`config.mk`:
```
export PLATFORM = sky130hd
export DESIGN_NAME = collatz_arb
export DESIGN_NICKNAME = d
export VERILOG_FILES = /design/src/rtl/collatz_arb.sv
export SDC_FILE = /design/constraint.sdc
export NUM_CORES = 1
export LEC_CHECK = 0
export CAP_MARGIN = 15
export CORE_ASPECT_RATIO = 1.5
export CORE_MARGIN = 4
export CORE_UTILIZATION = 50
export DETAILED_ROUTE_END_ITERATION = 7
export GPL_TIMING_DRIVEN = 0
export PLACE_DENSITY_LB_ADDON = 0.1
export SKIP_LAST_GASP = 1
export SLEW_MARGIN = 20
export SYNTH_ARGS = -nofsm -noshare
export SYNTH_HDL_FRONTEND = slang
export SYNTH_SLANG_ARGS = --single-unit
export TNS_END_PERCENT = 5
```
`constraint.sdc`:
```
create_clock -name clk -period 2.9 [get_ports clk]
set_input_delay 0.29 -clock clk [delete_from_list [all_inputs] [get_ports clk]]
set_output_delay 0.29 -clock clk [all_outputs]
set_load 0.05 [all_outputs]
```
`src/rtl/collatz_arb.sv`:
```
`default_nettype none
// ============================================================================
// Module   : collatz_arb
// Purpose  : Two-requester round-robin front end sharing one iterative
//            Collatz datapath. A granted seed is iterated until it reaches 1
//            (result = number of steps) or an error condition is met
//            (seed 0, 3n+1 overflow, or step limit).
// Ports    : clk, nrst            - clock, asynchronous active-low reset
//            in0_valid/in0/in0_ready - requester 0 seed handshake
//            in1_valid/in1/in1_ready - requester 1 seed handshake
//            out_valid/out_ready     - result handshake
//            out0 / out_src / out_err - step count, source index, error flag
// Revision : 1.0 - initial release
// ============================================================================
module collatz_arb #(
    parameter int N         = 16,
    parameter int MAX_STEPS = 255
) (
    input  logic         clk,
    input  logic         nrst,
    input  logic         in0_valid,
    input  logic [N-1:0] in0,
    output logic         in0_ready,
    input  logic         in1_valid,
    input  logic [N-1:0] in1,
    output logic         in1_ready,
    output logic         out_valid,
    input  logic         out_ready,
    output logic [N-1:0] out0,
    output logic         out_src,
    output logic         out_err
);

    localparam logic [N-1:0] STEP_LIMIT = N'(MAX_STEPS);
    localparam logic [N-1:0] ONE        = {{(N-1){1'b0}}, 1'b1};

    typedef enum logic [1:0] {
        IDLE = 2'd0,
        RUN  = 2'd1,
        DONE = 2'd2
    } state_t;

    state_t         state;
    state_t         state_nxt;
    logic           ptr;
    logic [N-1:0]   n;
    logic [N-1:0]   steps;
    logic           src;
    logic           grant0;
    logic           grant1;
    logic           finish;
    logic           finish_err;
    logic [N+1:0]   triple;
    logic           overflow;

    // 3n+1 computed two bits wider so that overflow past N bits is visible.
    assign triple   = {2'b00, n} + {1'b0, n, 1'b0} + {{(N+1){1'b0}}, 1'b1};
    assign overflow = |triple[N+1:N];

    // Exactly one grant in IDLE; on contention the pointer picks the winner.
    assign grant0 = (state == IDLE) && in0_valid && (!in1_valid || !ptr);
    assign grant1 = (state == IDLE) && in1_valid && (!in0_valid ||  ptr);

    // Ready is additionally forced low while reset is asserted.
    assign in0_ready = nrst & grant0;
    assign in1_ready = nrst & grant1;

    always_comb begin
        state_nxt  = state;
        finish     = 1'b0;
        finish_err = 1'b0;
        case (state)
            IDLE: begin
                if (grant0 || grant1) begin
                    state_nxt = RUN;
                end
            end
            RUN: begin
                if (n == ONE) begin
                    finish = 1'b1;
                end else if (n == '0) begin
                    finish     = 1'b1;
                    finish_err = 1'b1;
                end else if (steps == STEP_LIMIT) begin
                    finish     = 1'b1;
                    finish_err = 1'b1;
                end else if (n[0] && overflow) begin
                    finish     = 1'b1;
                    finish_err = 1'b1;
                end
                if (finish) begin
                    state_nxt = DONE;
                end
            end
            DONE: begin
                if (out_valid && out_ready) begin
                    state_nxt = IDLE;
                end
            end
            default: state_nxt = IDLE;
        endcase
    end

    always_ff @(posedge clk or negedge nrst) begin
        if (!nrst) begin
            state <= IDLE;
        end else begin
            state <= state_nxt;
        end
    end

    always_ff @(posedge clk or negedge nrst) begin
        if (!nrst) begin
            ptr       <= 1'b0;
            n         <= '0;
            steps     <= '0;
            src       <= 1'b0;
            out_valid <= 1'b0;
            out0      <= '0;
            out_src   <= 1'b0;
            out_err   <= 1'b0;
        end else begin
            // The result registers are captured on the RUN->DONE edge and
            // out_valid follows one edge later, giving a steps+2 latency.
            out_valid <= (state == DONE) && !(out_valid && out_ready);
            case (state)
                IDLE: begin
                    if (grant0) begin
                        n     <= in0;
                        steps <= '0;
                        src   <= 1'b0;
                        ptr   <= 1'b1;
                    end else if (grant1) begin
                        n     <= in1;
                        steps <= '0;
                        src   <= 1'b1;
                        ptr   <= 1'b0;
                    end
                end
                RUN: begin
                    if (finish) begin
                        out0    <= steps;
                        out_src <= src;
                        out_err <= finish_err;
                    end else begin
                        n     <= n[0] ? triple[N-1:0] : (n >> 1);
                        steps <= steps + ONE;
                    end
                end
                default: ;
            endcase
        end
    end

endmodule
`default_nettype wire

```
==> impl_results.md <==
* Crit end category: flop
* Ratio of total power to cell area at 1260 mW/mm^2
* H-tree depth at 2
* Area of the multi-input gates at ~0.0024 sq mm
* Fmax at approximately 340 MHz
* Register Area at approximately 0.0014 sq mm
* Period Utilization, post-route at 100.8%
* Peak VDD IR at roughly 650 uV
* Setup WS pre-CTS at -0.2369 ns
* Failing checks: setup timing
* Core Rows at 39
* Root Driver: clkbuf_16
* First-pass GRT wire length at 17,820 um
* Worst-path cell chain: inv_1 -> ha_2 -> a211oi_2 -> o211ai_1 -> o21ai_2 -> a211o_1 -> and4_1 -> buf_6 -> a21oi_4 -> inv_2 -> buf_6 -> a31o_1
* Final Non-Filler Cells at 605
* Io pins at 58
* Detail Route Antenna Nets at 0
* Top cells by area, synth: dfrtp_1 (35%), ha_1 (9.3%), nand2_1 (5.4%)
* Fraction of layout cells with a size suffix above 1 at approximately 16%
* Total CTS buffers at 5
* Setup Skew at around 0.0089 ns
* Max Cap Viol at 0
* Max stage delay cell, worst path: dfrtp_1
* GRT Util Overall at ~25%
* Antenna diodes at 0
* Initial Util at approximately half
* Die Footprint at about 0.0093 sq mm
* Most frequent CP cell: buf_6
* Min Hold Slack at 0.4696 ns
* Status: finished with violations
* Yosys reg bits at 55
* CTS clock-pin slew for the worst setup and hold paths at approximately 0.08 ns
* Worst endpoint required time at 3.10 ns
* Fin. max-slew vios at 0
* Post-Syn Nets at around 500
* TritonCTS clock tree: yes
* WS Path Type: reg2reg
* Post-synth EDFFs at 0
* DR WL/cell at between 15 and 20 um
* Leak at between 2 and 2.5 nW
* Mapped Avg Cell Area at 9.105 sq um
* Endpoints failing hold at 0
* CP peak stage delay at 0.43 ns
* Crit Path Max Fanout at 10
* Worst skew pair latency at 0.30 ns
* Max clock buf depth at 2
* Pin count of the biggest net entering global routing at 58
* Die Width at between 80 and 90 um
* Routed WL at roughly 11,000 um
* Endpoints failing setup at 2
* Mapped Cells at ~430
* Die height at approximately 120 um
* Vias at ~3,600
* DRC at 0
* Filler Cells Inserted at 658
* CTS Sinks at 55
* Actual slew at the worst max-slew pin at between 0.7 and 0.8 ns
* Mapped Area at 0.003906 sq mm
* Synth-to-layout area growth at 27.26%
* Cell taking the most area after synthesis: dfrtp_1
* RSZ-0062 raised after global routing: true
* Initial antenna violation count at 0
* Crit path time final at roughly 2.9 ns
* Synth cell types at 56
* Post-synthesis sequential area ratio at a little over a third
* DR iter-0 viols at about 210
* PortBufs at 57
* Core ar. at between 0.007 and 0.008 sq mm
* Number of detailed-route iterations in the first pass at 4
* Critical path launch point type: flop
* Nets at between 500 and 600
* Post-DP HPWL at 8189 um
* Share of the synthesized area in the top cell type at 35.23%
* Vias in the first global route at approximately 3,700
* Primary FF master, synth: dfrtp_1
* Arrival time at the worst endpoint at about 3.1 ns
* Post-synth ARST share at 100.0%
* Worst Slack Setup Final at -0.02374 ns
* Hold Crit Class: reg2reg
* YS warnings at 0
* Total gr overflow at 0
* Gpl congestion at 0.9513
* Worst relative slew slack at slightly below 50%
* DP Cell Count at around 590
* DR vias/cell at 5.965
[layout make-up]
cell class                 count  area share, %
buffer                        18          1.938
clock buffer                   5          2.517
clock inverter                 3         0.5537
inverter                      22          1.661
multi-input combinational    333          49.28
sequential                    55          27.84
tap                          102          2.567
timing repair buffer          67          13.64
[through the flow]
stage / TNS [ns] / total power [mW] / utilization (%) / cell area [sq um]
after floorplan: 0 / 4.159 / - / 3906
after global placement: -21.50 / 5.152 / 60.49 / 4604
after detailed placement: -4.904 / 5.200 / 60.82 / 4629
after CTS: 0 / 6.077 / 64.14 / 4882
after global routing: -1.316 / 6.726 / 65.30 / 4971
final: -0.03247 / 6.262 / 65.30 / 4971
[worst max-delay path, delay by kind of cell, from the launching register on]
family	cells	cell delay, ns
buffers and inverters	4	0.55
adder cells (fa/ha/maj)	1	0.42
AND/OR/NAND/NOR	1	0.17
AO/OA/AOI/OAI	6	1.25
flip-flops	1	0.43
[routing by layer]
metal / track usage (%) / part of all wire (%) / up-vias
met1: 28.07 / 39 / 1802
met5: 0 / 0 / -
met4: 11.39 / 3.2 / 0
li1: - / - / 1713
met3: 3.395 / 2.5 / 22
met2: 46.29 / 55 / 72
[synthesized netlist by cell type (all sizes together) (8+ instances only)]
master and n:
a21o 8, a21oi 26, a31oi 14, and3 15, clkbuf 12, dfrtp 55
ha 29, inv 22, mux2 21, mux2i 14, nand2 57, nand3 12
nor2 21, o21ai 20, xnor2 8
[what timing repair did]
action | CTS | global route
hold buffers | 1 | 0
resized for setup | 13 | 13
endpoints found under the hold margin | 55 | 0
pin swaps | 4 | 8
setup endpoints to repair | 47 | 40
buffers inserted | 2 | 6
[logic make-up (layout without fill, tap and decap cells)]
logic type,after synthesis,in the layout,synth area share [%]
multiplexers,35,35,9.641
AO/OA/AOI/OAI,117,117,20.79
XOR/XNOR,12,12,2.691
buffers and inverters,41,115,4.612
adder cells (fa/ha/maj),30,30,9.801
AND/OR/NAND/NOR,139,139,17.23
flip-flops,55,55,35.23
[cell usage in the layout (no fill, tap or decap), types with 12 or more instances in the layout]
master / netlist / routed
mux2_2: 18 / 18
and3_1: 15 / 15
dfrtp_1: 55 / 49
a21oi_1: 25 / 22
a31oi_1: 14 / 14
o21ai_0: 18 / 17
nor2_1: 21 / 21
nand3_1: 12 / 12
inv_1: 21 / 19
mux2i_1: 14 / 14
ha_1: 29 / 21
clkdlybuf4s50_1: 0 / 56
nand2_1: 56 / 56
[worst paths after layout]
check / to / slack (ns) / start / depth (start not counted)
max reg2reg: n[13]$_DFFE_PN0P_ / -0.02 / n[5]$_DFFE_PN0P_ / 12
max in group asynchronous: n[7]$_DFFE_PN0P_ / 2.12 / nrst / 3
min reg2reg: out_valid$_DFF_PN0_ / 0.47 / out_valid$_DFF_PN0_ / 1
min in group asynchronous: out0[14]$_DFFE_PN0P_ / 0.52 / nrst / 3
max: n[13]$_DFFE_PN0P_ / -0.02 / n[5]$_DFFE_PN0P_ / 12
min: out_valid$_DFF_PN0_ / 0.47 / out_valid$_DFF_PN0_ / 1
[flip-flops by register name, indices dropped and copies added (netlist names), 2 cells and up, named ones only]
| signal | count |
|---|---|
| n | 15 |
| state | 2 |
| steps | 16 |
| out0 | 16 |
[power by group]
| part | leakage [nW] | switching (mW) | internal, mW |
|---|---|---|---|
| combinational | 1.49 | 2.47 | 1.83 |
| clock | 0.0723 | 0.312 | 0.331 |
| sequential | 0.711 | 0.281 | 1.03 |
| total | 2.27 | 3.07 | 3.20 |
No activity file was read; power rests on OpenSTA's default activity.
